<file path="config.mk">
export PLATFORM = sky130hd
export DESIGN_NAME = complex_mult_pipe_flat
export DESIGN_NICKNAME = d
export VERILOG_FILES = /design/src/rtl/complex_mult_pipe_if.sv /design/src/rtl/complex_mult_pipe.sv /design/src/flat_wrapper.sv
export SDC_FILE = /design/constraint.sdc
export NUM_CORES = 2
export LEC_CHECK = 0
export ABC_AREA = 1
export CAP_MARGIN = 30
export CORE_ASPECT_RATIO = 0.75
export CORE_MARGIN = 4
export CORE_UTILIZATION = 26
export DETAILED_ROUTE_END_ITERATION = 10
export PLACE_DENSITY = 0.51
export SYNTH_ARGS = -nofsm -noshare
export SYNTH_HDL_FRONTEND = slang
export SYNTH_SLANG_ARGS = --single-unit
</file>
<file path="constraint.sdc">
create_clock -name clk -period 15.2 [get_ports clk]
set_input_delay 4.56 -clock clk [delete_from_list [all_inputs] [get_ports clk]]
set_output_delay 4.56 -clock clk [all_outputs]
set_load 0.03 [all_outputs]
</file>
<file path="src/rtl/complex_mult_pipe_if.sv">
// Operand/product handshake bundle for complex_mult_pipe.
interface complex_mult_pipe_if #(
    parameter int unsigned SAT_CNT_W = 16
);
    logic                 in_valid;
    logic                 in_ready;
    logic [31:0]          in_a;
    logic [31:0]          in_b;
    logic                 out_valid;
    logic                 out_ready;
    logic [31:0]          out_p;
    logic                 out_sat;
    logic [SAT_CNT_W-1:0] sat_count;
    logic                 sat_clr;

    modport master (
        output in_valid, in_a, in_b, out_ready, sat_clr,
        input  in_ready, out_valid, out_p, out_sat, sat_count
    );

    modport slave (
        input  in_valid, in_a, in_b, out_ready, sat_clr,
        output in_ready, out_valid, out_p, out_sat, sat_count
    );
endinterface

</file>
<file path="src/rtl/complex_mult_pipe.sv">
// Three-stage Q3.13 complex multiplier with round-half-up, saturation and a
// sticky saturation event counter; one global stall enable drives all stages.
module complex_mult_pipe #(
    parameter int unsigned SAT_CNT_W = 16
) (
    input  logic                  clk,
    input  logic                  rst,
    complex_mult_pipe_if.slave    bus
);
    localparam int unsigned HALF_W = 16;
    localparam int unsigned PROD_W = 32;
    localparam int unsigned ACC_W  = 34;
    localparam int unsigned FRAC_W = 13;

    localparam logic signed [ACC_W-1:0] RND_C   = ACC_W'(1 << (FRAC_W - 1));
    localparam logic signed [ACC_W-1:0] POS_MAX = ACC_W'((2 ** (HALF_W - 1)) - 1);
    localparam logic signed [ACC_W-1:0] NEG_MIN = -ACC_W'(2 ** (HALF_W - 1));

    typedef struct packed {
        logic signed [HALF_W-1:0] re;
        logic signed [HALF_W-1:0] im;
    } complex_t;

    // Returns {saturated, clamped value} for a rounded, shifted accumulator.
    function automatic logic [HALF_W:0] sat_fn(input logic signed [ACC_W-1:0] v);
        if (v > POS_MAX) begin
            return {1'b1, HALF_W'(POS_MAX)};
        end else if (v < NEG_MIN) begin
            return {1'b1, HALF_W'(NEG_MIN)};
        end
        return {1'b0, v[HALF_W-1:0]};
    endfunction

    logic en;

    logic                     s1_valid_q, s1_valid_d;
    complex_t                 s1_a_q, s1_a_d, s1_b_q, s1_b_d;
    logic                     s2_valid_q, s2_valid_d;
    logic signed [PROD_W-1:0] s2_rr_q, s2_rr_d, s2_ii_q, s2_ii_d;
    logic signed [PROD_W-1:0] s2_ri_q, s2_ri_d, s2_ir_q, s2_ir_d;
    logic                     out_valid_q, out_valid_d;
    complex_t                 out_p_q, out_p_d;
    logic                     out_sat_q, out_sat_d;
    logic [SAT_CNT_W-1:0]     sat_count_q, sat_count_d;

    logic signed [ACC_W-1:0]  re_full, im_full, re_sh, im_sh;
    logic [HALF_W:0]          re_res, im_res;

    // Sum of cross products, round half-up toward +inf, then clamp.
    always_comb begin
        re_full = ACC_W'(s2_rr_q) - ACC_W'(s2_ii_q);
        im_full = ACC_W'(s2_ri_q) + ACC_W'(s2_ir_q);
        re_sh   = (re_full + RND_C) >>> FRAC_W;
        im_sh   = (im_full + RND_C) >>> FRAC_W;
        re_res  = sat_fn(re_sh);
        im_res  = sat_fn(im_sh);
    end

    always_comb begin
        en          = !out_valid_q || bus.out_ready;
        s1_valid_d  = s1_valid_q;
        s1_a_d      = s1_a_q;
        s1_b_d      = s1_b_q;
        s2_valid_d  = s2_valid_q;
        s2_rr_d     = s2_rr_q;
        s2_ii_d     = s2_ii_q;
        s2_ri_d     = s2_ri_q;
        s2_ir_d     = s2_ir_q;
        out_valid_d = out_valid_q;
        out_p_d     = out_p_q;
        out_sat_d   = out_sat_q;
        sat_count_d = sat_count_q;

        if (en) begin
            s1_valid_d  = bus.in_valid;
            s1_a_d      = bus.in_a;
            s1_b_d      = bus.in_b;
            s2_valid_d  = s1_valid_q;
            s2_rr_d     = PROD_W'(s1_a_q.re) * PROD_W'(s1_b_q.re);
            s2_ii_d     = PROD_W'(s1_a_q.im) * PROD_W'(s1_b_q.im);
            s2_ri_d     = PROD_W'(s1_a_q.re) * PROD_W'(s1_b_q.im);
            s2_ir_d     = PROD_W'(s1_a_q.im) * PROD_W'(s1_b_q.re);
            out_valid_d = s2_valid_q;
            out_p_d     = {re_res[HALF_W-1:0], im_res[HALF_W-1:0]};
            out_sat_d   = re_res[HALF_W] | im_res[HALF_W];
        end

        // Clear wins over a same-cycle saturated transfer; count sticks at max.
        if (bus.sat_clr) begin
            sat_count_d = '0;
        end else if (out_valid_q && bus.out_ready && out_sat_q && (sat_count_q != '1)) begin
            sat_count_d = sat_count_q + SAT_CNT_W'(1);
        end
    end

    always_ff @(posedge clk) begin
        if (rst) begin
            s1_valid_q  <= 1'b0;
            s2_valid_q  <= 1'b0;
            out_valid_q <= 1'b0;
            out_p_q     <= '0;
            out_sat_q   <= 1'b0;
            sat_count_q <= '0;
        end else begin
            s1_valid_q  <= s1_valid_d;
            s2_valid_q  <= s2_valid_d;
            out_valid_q <= out_valid_d;
            out_p_q     <= out_p_d;
            out_sat_q   <= out_sat_d;
            sat_count_q <= sat_count_d;
        end
    end

    // Datapath registers carry no reset; their valids gate them.
    always_ff @(posedge clk) begin
        s1_a_q  <= s1_a_d;
        s1_b_q  <= s1_b_d;
        s2_rr_q <= s2_rr_d;
        s2_ii_q <= s2_ii_d;
        s2_ri_q <= s2_ri_d;
        s2_ir_q <= s2_ir_d;
    end

    assign bus.in_ready  = en;
    assign bus.out_valid = out_valid_q;
    assign bus.out_p     = out_p_q;
    assign bus.out_sat   = out_sat_q;
    assign bus.sat_count = sat_count_q;
endmodule

</file>
<file path="src/flat_wrapper.sv">
// flat-port wrapper written by rule: the top's interface ports become plain ports
module complex_mult_pipe_flat 
#(
    parameter int unsigned SAT_CNT_W = 16
)
  (clk, rst, bus_in_valid, bus_in_a, bus_in_b, bus_out_ready, bus_sat_clr, bus_in_ready, bus_out_valid, bus_out_p, bus_out_sat, bus_sat_count);
  complex_mult_pipe_if #(.SAT_CNT_W(SAT_CNT_W)) bus_i ();
  input  logic clk;
  input  logic rst;
  input wire logic [$bits(bus_i.in_valid)-1:0] bus_in_valid;
  input wire logic [$bits(bus_i.in_a)-1:0] bus_in_a;
  input wire logic [$bits(bus_i.in_b)-1:0] bus_in_b;
  input wire logic [$bits(bus_i.out_ready)-1:0] bus_out_ready;
  input wire logic [$bits(bus_i.sat_clr)-1:0] bus_sat_clr;
  output wire logic [$bits(bus_i.in_ready)-1:0] bus_in_ready;
  output wire logic [$bits(bus_i.out_valid)-1:0] bus_out_valid;
  output wire logic [$bits(bus_i.out_p)-1:0] bus_out_p;
  output wire logic [$bits(bus_i.out_sat)-1:0] bus_out_sat;
  output wire logic [$bits(bus_i.sat_count)-1:0] bus_sat_count;
  assign bus_i.in_valid = bus_in_valid;
  assign bus_i.in_a = bus_in_a;
  assign bus_i.in_b = bus_in_b;
  assign bus_i.out_ready = bus_out_ready;
  assign bus_i.sat_clr = bus_sat_clr;
  assign bus_in_ready = bus_i.in_ready;
  assign bus_out_valid = bus_i.out_valid;
  assign bus_out_p = bus_i.out_p;
  assign bus_out_sat = bus_i.out_sat;
  assign bus_sat_count = bus_i.sat_count;
  complex_mult_pipe #(.SAT_CNT_W(SAT_CNT_W)) u_core (.clk(clk), .rst(rst), .bus(bus_i));
endmodule
</file>
After elaboration in Yosys (flattened, before gate mapping)
Index checks and enable logic that the tools add are counted.
{"block": "totals", "ff_bits": 244, "input_bits": 69, "elab_cells": 46}
{"block": "op_classes", "add_sub_neg": 5, "n_mul": 4, "n_lt_le_gt_ge": 4, "eq_ne": 1, "mux": 10, "n_bitwise": 1, "n_reduce_logical": 6}
{"op": "multiplier 16 x 16 -> 32 bit", "n": 4}
{"op": "2-to-1 mux 17 bit", "n": 6}
{"op": "adder 33 x 14 -> 34 bit, second input constant", "n": 2}
{"op": "greater-than comparator 21 x 16 -> 1 bit, second input constant", "n": 2}
{"op": "< comparator 21 x 16 -> 1 bit, second input constant", "n": 2}
{"op": "adder 32 x 32 -> 33 bit", "n": 1}
{"op": "subtractor 32 x 32 -> 33 bit", "n": 1}
{"op": "adder 16 x 1 -> 16 bit, second input constant", "n": 1}
{"op": "inequality test 16 bit, second input constant", "n": 1}
{"op": "2-to-1 mux 1 bit", "n": 4}
{"op": "logical AND 1 bit", "n": 3}
{"op": "OR reduction 2 bit", "n": 1}
{"op": "zero test 1 bit", "n": 1}
{"op": "logical OR 1 bit", "n": 1}
{"op": "bitwise OR 1 bit", "n": 1}

Longest topological paths before layout
{"block": "logic_depth", "depth_word": 7, "ltp_mapped": 26, "ltp_nobuf": 25}

Worst setup path before layout
OpenSTA, ideal clock, no wires.
{"block": "synth_timing", "path_type": "input-to-output", "start": "input bus_out_ready", "end": "output bus_in_ready", "arrival_ps": 10624, "required_time_ps": 10640, "path_slack_ps": 16, "cell_stages": 4, "path_buffers": 2, "cell_sequence": "nor2_1 -> inv_1 -> clkbuf_1 -> clkbuf_1"}
{"block": "synth_between", "elab_chain_cells": 1}
{"item": "start, declared", "line_no": "flat_wrapper.sv:13", "source": "input wire logic [$bits(bus_i.out_ready)-1:0] bus_out_ready;"}
{"item": "logical OR 1 bit", "line_no": "complex_mult_pipe.sv:60", "source": "en = !out_valid_q || bus.out_ready;"}
{"item": "end, declared", "line_no": "flat_wrapper.sv:15", "source": "output wire logic [$bits(bus_i.in_ready)-1:0] bus_in_ready;"}
No other way between the ends.

Worst setup path after layout
Same ends and word-level chain as after synthesis.

==> summary.txt <==
Drt
  – Max layer used: met5
  – Via count: between 30k and 40k
  – ANT nets after route: 0
  – TritonRoute pass-1 iters: 5
  – Met3 Routed Length: between 9 and 10 mm
  – Via density: between 4 and 5
  – Drt drc: 0
  – Drt total wl: 148 mm
  – M1 wire length: between 70 and 80 mm
  – Per-cell routed wire length: about 16 µm
  – Met2 wire len: between 60 and 70 mm
  – 1st-iter DRT viols: between 2k and 3k

Job
  – Max-cap viol count: 0

GRT
  – Grt total ovfl: 0
  – Vias in the first global route: slightly above 40k
  – Total Routing Usage GR: 0.145
  – Initial antenna violation count: 8
  – First-pass GRT wire length: 239 mm
  – Largest net degree at the start of global routing: 67

Finish
  – Commonest non-fill, non-tap cell in the layout: inv_1
  – # fillers: between 20k and 25k
  – Reg area: a little under 7000 µm²
  – # nets final: slightly below 8k
  – Area Overhead vs Synth: 10.3%
  – Share of cells above drive strength 1: 0.0315
  – Area taken by multi-input logic gates: around 38000 µm²
  – Commonest non-fill, non-tap cells in the layout: 1853 x inv_1, 1431 x nand2_1, 1048 x fa_1

Critical path
  – Reg2Reg Depth: 19
  – RR Endpoint: u_core.s2_ii_q[29]
  – Critical Path Start Type: primary input
  – R2r startpoint: u_core.s1_b_q[15]
  – Crit path top cell by count: clkdlybuf4s50_1
  – Critical Path Sink Type: primary output
  – Critical Path Fanout Max: between 50 and 60
  – Worst path max stage delay: 0.70 ns
  – Family with the most delay on the worst path: buffers and inverters
  – WS Path Type: primary input to primary output
  – Critical-path cell list: clkdlybuf4s50_1 -> nor2_1 -> inv_8 -> clkdlybuf4s50_1
  – Flop2flop setup slack: just under 8 ns
  – Critical Path AT: about 6.8 ns
  – Worst EP required: ~11 ns
  – Crit path buffers/inverters: 3
  – Critical-path top delay cell: clkdlybuf4s50_1

Synthesis
  – Predominant post-synthesis flop cell: edfxtp_1
  – Synth Warn #: 0
  – Asr flop ratio synth: 0
  – Register area share after synthesis: 0.129
  – FF+latch count, synth: approximately 240
  – Post-synth EDFFs: between 150 and 200
  – Synth Area per Inst: 8.38 µm²
  – Syn Nets: a little under 8k
  – Unique masters post-synth: 55
  – Mapped Area: approximately 53000 µm²
  – Post-Syn Instances: around 6.3k

Timing
  – Hold Vio Cnt, Final: 0
  – Fmax: slightly below 90 MHz
  – Slew at the pin closest to its max-slew limit: approximately 0.93 ns
  – Final setup violation count: 0
  – Final worst-path cycle share: 0.745
  – Max-slew violations: 0
  – Worst clock skew: between 0.05 and 0.06 ns
  – Minimum clock period: 11.33 ns
  – Hold WS: 0.472 ns
  – Setup_tns: 0 ns
  – Worst slew margin: 0.380
  – RSZ-0062 raised after global routing: no

Floorplanning
  – Core area: 201000 µm²
  – I/O pin cnt: 120
  – Die Area: 210000 µm²
  – Initial Utilization: 0.263
  – Row count: ~140
  – Die Wd: roughly 530 µm
  – DIE HEIGHT: 398 µm

Placed design
  – RePlAce Congestion: ~0.86
  – Dpl hpwl: approximately 120 mm
  – Port Buffer Count: between 100 and 150

Clock network
  – CTS Buffer Depth: 3
  – H-tree lvl count: 2
  – Clk Tree Root Cell: clkbuf_16
  – Setup bufs post-CTS: 0
  – PostCTS Resize Cnt: 0
  – Hold Buf Count CTS: 0
  – Number of CTS-inserted buffers: 35
  – CTS tree: built
  – Clock transition at path regs: ~0.06 ns
  – Sink Count: approximately 240
  – Latest clock arrival within the worst-skew pair: 0.62 ns

Min path
  – Worst Hold Path EP: u_core.bus.out_p[15]
  – Tightest Hold Check Type: flip-flop to flip-flop
  – Min-delay src: u_core.bus.out_p[15]
  – Hold Path Cell Cnt: 2

Outcome
  – Status: finished, final reports clean
## worst reg2reg max path, stage by stage, from the launching register on
cell and delay [ns]:
edfxtp_1 0.70, clkinv_1 0.82, nor2_1 0.34, fa_1 0.47, fa_1 0.51, fa_1 0.43, fa_1 0.48, fa_1 0.50
inv_1 0.05, fa_1 0.48, inv_1 0.05, ha_1 0.39, nand2_1 0.13, nor4_1 0.63, nand4_1 0.30, nand3_1 0.30
nand4_1 0.17, o211ai_1 0.19, a21oi_1 0.13, xor2_1 0.15
## layer usage
metal	track usage	vias up
met5	0	-
met4	0.0301	4
met3	0.0206	127
met2	0.220	986
met1	0.219	19576
li1	-	18306
## sequential cells by signal (all words and copies together) (netlist names)
register,flops
u_core.bus.out_p,32
u_core.bus.out_sat,1
u_core.s2_valid_q,1
u_core.s2_rr_q,32
u_core.s2_ii_q,32
u_core.bus.sat_count,16
u_core.s2_ri_q,32
u_core.bus.out_valid,1
u_core.s1_a_q,32
u_core.s1_valid_q,1
u_core.s1_b_q,32
u_core.s2_ir_q,32
## synth_stat cells, types with 2 or more instances
master,number,area [µm²]
buf_1,2,7.51
a31oi_1,13,81.3
nand4_1,13,81.3
nand3b_1,3,22.5
fa_1,1048,21000
o21a_1,3,22.5
clkinv_1,2,7.51
a31o_2,3,26.3
a21oi_1,206,1030
o21ai_1,9,45.0
nor2_1,250,938
edfxtp_1,192,5770
nor3_2,5,50.1
inv_1,1854,6960
nor4_2,2,25.0
o221ai_1,3,26.3
o21bai_1,21,158
or4_1,3,22.5
nor4_1,13,81.3
nand2_2,19,119
buf_6,4,45.0
nand2_1,1431,5370
o211ai_1,9,67.6
nor3_1,22,110
o2111ai_1,7,61.3
dfxtp_1,52,1040
nand3_1,70,350
xor2_1,94,823
and3_1,4,25.0
or2_2,8,50.1
xnor2_1,87,762
inv_2,2,7.51
clkbuf_1,197,739
a21boi_0,4,30.0
ha_1,453,5670
a211oi_1,7,52.6
a21oi_2,12,105
o21ai_0,121,606
a21o_1,15,113
nor2_2,10,62.6
## worst max path at each step
| stage | cells past startpoint | startpoint | end | slack, ns |
|---|---|---|---|---|
| 6_report | 4 | bus_out_ready | bus_in_ready | 3.87 |
| 5_1_grt | 4 | bus_out_ready | bus_in_ready | 3.76 |
| 4_1_cts | 4 | bus_out_ready | bus_in_ready | 3.86 |
| 3_5_place_dp | 4 | bus_out_ready | bus_in_ready | 3.88 |
| 3_3_place_gp | 4 | bus_out_ready | bus_in_ready | 3.89 |
| 2_1_floorplan | 4 | bus_out_ready | bus_in_ready | 0.02 |
## layout make-up
class / count / area share
inverters: 1858 / 0.120
flip-flops and latches: 244 / 0.117
clock inverters: 21 / 0.00327
repair buffers: 192 / 0.0299
diodes: 2 / 0.0000861
clock buffers: 43 / 0.0165
multi-input cells: 3983 / 0.656
well taps: 2664 / 0.0573
## cell families (layout without fill, tap and decap cells)
| kind of cell | after synthesis | in the layout | share of synthesized area |
|---|---|---|---|
| XOR/XNOR | 181 | 181 | 0.0301 |
| buffers and inverters | 2061 | 2114 | 0.147 |
| AND/OR/NAND/NOR | 1861 | 1861 | 0.140 |
| AO/OA/AOI/OAI | 440 | 440 | 0.0475 |
| other | 0 | 2 | 0 |
| adder cells (fa/ha/maj) | 1501 | 1501 | 0.506 |
| flip-flops | 244 | 244 | 0.129 |
## metrics by stage
step	cell area [µm²]	setup slack, ns	util	instances
floorplan	52700	0.0163	-	6288
global placement	57000	3.89	0.284	8941
detailed placement	57000	3.88	0.284	8941
finish	58100	3.87	0.290	9007
CTS	58100	3.86	0.290	9005
global route	58100	3.76	0.290	9006
Power is not shown: default switching activity piles up to over one toggle a cycle in this logic, so the estimate is an artifact.
